**config.mk**
```make
export PLATFORM = sky130hd
export DESIGN_NAME = ram_seq_ctrl
export DESIGN_NICKNAME = d
export VERILOG_FILES = /design/src/rtl/ram_seq_ctrl_pkg.sv /design/src/rtl/ram_seq_ctrl_key_debounce.sv /design/src/rtl/ram_seq_ctrl.sv
export SDC_FILE = /design/constraint.sdc
export NUM_CORES = 1
export LEC_CHECK = 0
export ABC_CLOCK_PERIOD_IN_PS = 3500
export CORE_MARGIN = 2
export CORE_UTILIZATION = 47
export CTS_BUF_LIST = sky130_fd_sc_hd__clkbuf_8
export DETAILED_ROUTE_END_ITERATION = 6
export MAX_ROUTING_LAYER = met4
export PLACE_DENSITY = 0.67
export SYNTH_ARGS = -nofsm -noshare
export SYNTH_HDL_FRONTEND = slang
export SYNTH_HIERARCHICAL = 1
export SYNTH_SLANG_ARGS = --single-unit
```
**constraint.sdc**
```tcl
create_clock -name CLOCK_50 -period 3.5 [get_ports CLOCK_50]
set_input_delay 0.35 -clock CLOCK_50 [delete_from_list [all_inputs] [get_ports CLOCK_50]]
set_output_delay 0.35 -clock CLOCK_50 [all_outputs]
set_load 0.005 [all_outputs]
```
**src/rtl/ram_seq_ctrl_pkg.sv**
```systemverilog
// Shared types and helpers for the RAM sequencing front-end.
// Latency: n/a (types and constant functions only).
// Backpressure: n/a.
package ram_seq_ctrl_pkg;

    typedef enum logic [1:0] {
        ST_IDLE,
        ST_WRITE,
        ST_RDWAIT,
        ST_LATCH
    } seq_state_t;

    // Terminal value of the tick divider: counts 0..term then wraps.
    function automatic int div_term(input int clk_hz, input int tick_hz);
        return (clk_hz / tick_hz) - 1;
    endfunction

    // Counter width able to hold div_term; never narrower than one bit.
    function automatic int div_width(input int clk_hz, input int tick_hz);
        int term;
        term = div_term(clk_hz, tick_hz);
        return (term > 0) ? $clog2(term + 1) : 1;
    endfunction

endpackage

```
**src/rtl/ram_seq_ctrl_key_debounce.sv**
```systemverilog
// Pushbutton debouncer with a shared 2-flop synchronizer for auxiliary switches.
// Latency: 2 cycles sync, then DEB_CYCLES stable cycles before press fires.
// Backpressure: none; press is a one-cycle pulse the consumer may ignore.
//
// Ports:
//   clk, rst_n   clock and async active-low reset
//   key_n        raw active-low pushbutton
//   aux / aux_s  raw / synchronized switch levels (sync stage only)
//   press        one-cycle pulse on an accepted 1->0 debounced transition
module ram_seq_ctrl_key_debounce #(
    parameter int DEB_CYCLES = 1000000,
    parameter int AUX_W      = 2
) (
    input  logic             clk,
    input  logic             rst_n,
    input  logic             key_n,
    input  logic [AUX_W-1:0] aux,
    output logic [AUX_W-1:0] aux_s,
    output logic             press
);

    localparam int CNT_W = (DEB_CYCLES > 1) ? $clog2(DEB_CYCLES) : 1;

    logic [AUX_W:0]   sync1;
    logic [AUX_W:0]   sync2;
    logic             key_s;
    logic             key_db;
    logic [CNT_W-1:0] cnt;

    assign key_s = sync2[0];
    assign aux_s = sync2[AUX_W:1];

    always_ff @(posedge clk or negedge rst_n) begin
        if (!rst_n) begin
            sync1 <= '0;
            sync2 <= '0;
        end else begin
            sync1 <= {aux, key_n};
            sync2 <= sync1;
        end
    end

    // cnt counts consecutive cycles the synchronized key disagrees with the
    // accepted level; any agreeing cycle restarts the count.
    always_ff @(posedge clk or negedge rst_n) begin
        if (!rst_n) begin
            key_db <= 1'b0;
            cnt    <= '0;
            press  <= 1'b0;
        end else if (key_s == key_db) begin
            cnt    <= '0;
            press  <= 1'b0;
        end else if (cnt == CNT_W'(DEB_CYCLES - 1)) begin
            key_db <= key_s;
            cnt    <= '0;
            press  <= ~key_s;
        end else begin
            cnt    <= cnt + CNT_W'(1);
            press  <= 1'b0;
        end
    end

endmodule

```
**src/rtl/ram_seq_ctrl.sv**
```systemverilog
// Sequencer for the single-port lab RAM: tick/step advance, write strobe, read-back latch.
// Latency: event edge to disp update is RD_LAT+2 cycles with write, RD_LAT+1 without.
// Backpressure: advance events arriving while busy are dropped, never queued.
//
// Ports:
//   CLOCK_50, KEY0            clock, async active-low reset
//   step_n, auto_mode, wr_en  raw user inputs (synchronized internally)
//   wr_data                   switch data, sampled at the advance event
//   ram_q / ram_addr / ram_wdata / ram_we   RAM interface
//   disp_addr, disp_data      last completed access for the HEX decoders
//   busy, tick                access in progress, divider pulse
module ram_seq_ctrl
    import ram_seq_ctrl_pkg::*;
#(
    parameter int CLK_HZ     = 50000000,
    parameter int TICK_HZ    = 1,
    parameter int ADDR_W     = 5,
    parameter int DATA_W     = 8,
    parameter int RD_LAT     = 1,
    parameter int DEB_CYCLES = 1000000
) (
    input  logic              CLOCK_50,
    input  logic              KEY0,
    input  logic              step_n,
    input  logic              auto_mode,
    input  logic              wr_en,
    input  logic [DATA_W-1:0] wr_data,
    input  logic [DATA_W-1:0] ram_q,
    output logic [ADDR_W-1:0] ram_addr,
    output logic [DATA_W-1:0] ram_wdata,
    output logic              ram_we,
    output logic [ADDR_W-1:0] disp_addr,
    output logic [DATA_W-1:0] disp_data,
    output logic              busy,
    output logic              tick
);

    localparam int DIV_TERM = div_term(CLK_HZ, TICK_HZ);
    localparam int DIV_W    = div_width(CLK_HZ, TICK_HZ);
    localparam int WAIT_W   = $clog2(RD_LAT + 1);

    logic [1:0]        aux_s;
    logic              auto_s;
    logic              wr_en_s;
    logic              step_press;
    logic [DIV_W-1:0]  div_cnt;
    logic              adv;
    seq_state_t        state;
    seq_state_t        state_nxt;
    logic [WAIT_W-1:0] wait_cnt;
    logic [WAIT_W-1:0] wait_nxt;
    logic              cap_wdata;
    logic              do_latch;

    ram_seq_ctrl_key_debounce #(
        .DEB_CYCLES (DEB_CYCLES),
        .AUX_W      (2)
    ) u_key (
        .clk   (CLOCK_50),
        .rst_n (KEY0),
        .key_n (step_n),
        .aux   ({wr_en, auto_mode}),
        .aux_s (aux_s),
        .press (step_press)
    );

    assign wr_en_s = aux_s[1];
    assign auto_s  = aux_s[0];

    // Free-running divider; runs regardless of mode.
    always_ff @(posedge CLOCK_50 or negedge KEY0) begin
        if (!KEY0) begin
            div_cnt <= '0;
        end else if (div_cnt == DIV_W'(DIV_TERM)) begin
            div_cnt <= '0;
        end else begin
            div_cnt <= div_cnt + DIV_W'(1);
        end
    end

    assign tick = (div_cnt == DIV_W'(DIV_TERM));

    // Only the source chosen by the mode switch can start an access.
    assign adv = auto_s ? tick : step_press;

    always_ff @(posedge CLOCK_50 or negedge KEY0) begin
        if (!KEY0) begin
            state    <= ST_IDLE;
            wait_cnt <= '0;
        end else begin
            state    <= state_nxt;
            wait_cnt <= wait_nxt;
        end
    end

    // ram_we decodes straight from the state register so an async reset
    // kills the strobe immediately, even mid-access.
    always_comb begin
        state_nxt = state;
        wait_nxt  = wait_cnt;
        ram_we    = 1'b0;
        busy      = 1'b1;
        cap_wdata = 1'b0;
        do_latch  = 1'b0;
        case (state)
            ST_IDLE: begin
                busy = 1'b0;
                if (adv) begin
                    cap_wdata = 1'b1;
                    if (wr_en_s) begin
                        state_nxt = ST_WRITE;
                    end else begin
                        state_nxt = ST_RDWAIT;
                        wait_nxt  = WAIT_W'(RD_LAT);
                    end
                end
            end
            ST_WRITE: begin
                ram_we    = 1'b1;
                state_nxt = ST_RDWAIT;
                wait_nxt  = WAIT_W'(RD_LAT);
            end
            ST_RDWAIT: begin
                if (wait_cnt == WAIT_W'(1)) begin
                    state_nxt = ST_LATCH;
                end else begin
                    wait_nxt = wait_cnt - WAIT_W'(1);
                end
            end
            ST_LATCH: begin
                do_latch  = 1'b1;
                state_nxt = ST_IDLE;
            end
            default: begin
                state_nxt = ST_IDLE;
            end
        endcase
    end

    // ram_addr only moves on the LATCH edge, so it is stable for the whole access.
    always_ff @(posedge CLOCK_50 or negedge KEY0) begin
        if (!KEY0) begin
            ram_addr  <= '0;
            ram_wdata <= '0;
            disp_addr <= '0;
            disp_data <= '0;
        end else begin
            if (cap_wdata) begin
                ram_wdata <= wr_data;
            end
            if (do_latch) begin
                disp_addr <= ram_addr;
                disp_data <= ram_q;
                ram_addr  <= ram_addr + ADDR_W'(1);
            end
        end
    end

endmodule

```
==> flow_metrics.py <==
metrics = {
    "setup_path": {
        "critPathKind": "reg -> out",
        "worstPathMaxFanout": 9,
        "slowest_delay_ps": 510,
        "cp_slowest_cell": "clkdlybuf4s50_1",
        "worstSetupEndpointType": "primary output",
        "cp_top_family": "simple AND/OR/NAND/NOR gates",
        "cp.buffers_inverters": 1,
        "crit_arrival_ps": 2260,
        "required_ps": 3150,
        "path_cells": "ha_1 > and3_1 > nand4_1 > nor2_1 > clkdlybuf4s50_1",
        "startpoint_type": "flip-flop",
    },
    "die": {
        "fp.coreArea_sq_um": 8180,
        "rows": 33,
        "die_w_um": 95.6,
        "num_io_pins": 50,
        "die_h_um": 95.6,
        "start_util": 0.482,
        "die_area_sq_um": 9130,
    },
    "synth": {
        "ys_types": 47,
        "ys.flop_type": "dfrtp_1",
        "yosysWarnings": 6,
        "ys_seq_area_frac": 0.527,
        "synth-edff-count": 0,
        "synthCells": 355,
        "syn_area_sq_um": 3940,
        "synth_seq_cells": 83,
        "syn_avg_cell_area_sq_um": 11.1,
        "synthArstFlopShare": 1.00,
        "synthTopCellsByArea": "dfrtp_1 53%, xnor2_1 4.4%, mux2_2 4.3%, mux2_4 3.0%, ha_1 2.9%",
        "yosysTopAreaCell": "dfrtp_1",
        "synth_top_area_share": 0.527,
        "synth_fp_nets": 385,
    },
    "place": {
        "io_buffers": 49,
        "place_area_sq_um": 4510,
        "place_congestion": 0.905,
        "dpl.hpwl_um": 5220,
    },
    "run_status": {
        "status": "finished clean",
    },
    "final_layout": {
        "final_common_cell": "dfrtp_1",
        "n_antenna_cell": 0,
        "syn_to_final_growth_pct": 19.2,
        "final_nets": 434,
        "stdcell_area_sq_um": 4700,
        "layout_common_cells": "83 x dfrtp_1, 48 x clkdlybuf4s50_1, 29 x nor2_1",
        "drive_gt1_frac": 0.132,
    },
    "pwr": {
        "p_leak_nw": 2.00,
        "seqPwrFrac": 0.470,
        "powerDensity_nw_per_um2": 536,
        "pwr-share-comb": 0.264,
        "p_int_mw": 1.84,
        "peakVddDrop_mv": 0.348,
        "swShare": 0.268,
        "pwr-share-clk": 0.266,
        "switching_power_uw": 676,
    },
    "routing": {
        "antenna_left": 0,
        "drt-pass1-iter-count": 5,
        "drt_iter0_drc": 160,
        "post_drt_wl_per_cell_um": 14.9,
        "viasPerCell": 5.47,
        "routed_wl_um": 7620,
        "drc": 0,
        "vias": 2807,
    },
    "cts": {
        "numCtsBuffers": 9,
        "cts_buffer_depth": 2,
        "post_cts_buffers": 0,
        "cts_tree": "built",
        "clock_latency_ps": 350,
        "cts_sinks": 83,
        "cts_max_level": 3,
        "cts_root_buf": "clkbuf_8",
        "clk_pin_slew_worst_paths_ps": 80,
        "cts_resized": 0,
        "cts_hold_buffers": 0,
    },
    "global_routing": {
        "track_usage": 0.183,
        "grt_pass1_vias": 2695,
        "grt_pass1_wl_um": 12600,
        "grt_max_degree": 84,
        "grt-ovfl-total": 0,
        "antenna_found_initial": 0,
    },
    "timing": {
        "worst_clock_skew_ps": 11.3,
        "totalNegativeSetupSlack_ps": 0,
        "slew_violations": 0,
        "fmax_mhz": 384,
        "fin_crit_sh": 0.745,
        "hold_viol_final": 0,
        "grt_setup_unrepaired": "no",
        "worst_pin_slew_ps": 1020,
        "setup_viol": 0,
        "min_period_ps": 2610,
        "relSlewSlack": 0.318,
    },
    "hold_path": {
        "min_path_type": "in -> async",
    },
    "run": {
        "cap_violations": 0,
    },
}
==> per-layer routing <==
metal / global-route usage / routed length [um] / up-vias
met5: - / 0 / -
met4: 0.0560 / 64 / 0
met3: 0.0419 / 256 / 10
met2: 0.301 / 3730 / 51
met1: 0.226 / 3570 / 1374
li1: - / - / 1372
==> path summary, 6_finish.rpt <==
path,startpoint,end,slack [ps],depth (start not counted)
min reg2reg,u_key/sync1[2]$_DFF_PN0_,u_key/sync2[2]$_DFF_PN0_,350,0
max,div_cnt[0]$_DFF_PN0_,tick,890,5
min,KEY0,disp_data[3]$_DFFE_PN0N_,180,1
max in group asynchronous,KEY0,div_cnt[13]$_DFF_PN0_,2670,1
max reg2reg,div_cnt[16]$_DFF_PN0_,ram_wdata[2]$_DFFE_PN0P_,1070,4
min in group CLOCK_50,u_key/sync1[2]$_DFF_PN0_,u_key/sync2[2]$_DFF_PN0_,350,0
==> metrics by stage <==
step	hold WS, ps	instances	setup WS [ps]	util	power, mW
2_1_floorplan	54.4	355	1330	-	1.52
3_3_place_gp	332	498	1160	0.551	1.86
3_5_place_dp	335	498	1120	0.551	1.88
4_1_cts	217	513	878	0.575	2.56
5_1_grt	272	513	611	0.575	2.67
6_report	182	513	894	0.575	2.52
==> flip-flops by register name, indices dropped and copies added, names as in the netlist <==
name,cells
u_key/key_db,1
wait_cnt,1
u_key/sync1,3
ram_wdata,8
state,2
disp_data,8
u_key/cnt,20
u_key/press,1
u_key/sync2,3
ram_addr,5
disp_addr,5
div_cnt,26
==> cell type report <==
| class | count | area (sq um) |
|---|---|---|
| fillers | 699 | 3480 |
| flip-flops and latches | 83 | 2080 |
| multi-input cells | 244 | 1740 |
| repair buffers | 50 | 495 |
| clock buffers | 10 | 138 |
| well taps | 105 | 131 |
| inverters | 16 | 60.1 |
| clock inverters | 5 | 53.8 |
==> Yosys cell counts (4+ instances only) <==
| library cell | count |
|---|---|
| and3_1 | 5 |
| ha_1 | 9 |
| mux2i_1 | 7 |
| or4_1 | 8 |
| or3_2 | 4 |
| mux2_2 | 15 |
| nor2_1 | 29 |
| clkbuf_1 | 7 |
| nand4_1 | 16 |
| mux2_4 | 8 |
| xor2_1 | 9 |
| a21oi_1 | 13 |
| dfrtp_1 | 83 |
| nor3_1 | 7 |
| xnor2_1 | 20 |
| nand2_1 | 13 |
| nand3_1 | 15 |
| o31ai_1 | 5 |
| inv_1 | 16 |
| nor4_1 | 8 |
| o21ai_0 | 18 |
==> power by group through the flow <==
stage | Combinational (mW) | Sequential (mW) | Clock (mW)
2_1_floorplan | 0.323 | 1.20 | 0
4_1_cts | 0.678 | 1.19 | 0.690
3_5_place_dp | 0.674 | 1.21 | 0
5_1_grt | 0.729 | 1.21 | 0.733
3_3_place_gp | 0.661 | 1.20 | 0
6_report | 0.665 | 1.19 | 0.669
==> cell families after synthesis <==
kind of cell,after synthesis,share of synthesized area
XOR/XNOR,29,0.0644
buffers and inverters,28,0.0308
multiplexers,30,0.0911
flip-flops,83,0.527
AO/OA/AOI/OAI,46,0.0673
AND/OR/NAND/NOR,130,0.191
adder cells (fa/ha/maj),9,0.0286
Note: power is estimated with default switching activity, not from simulation.
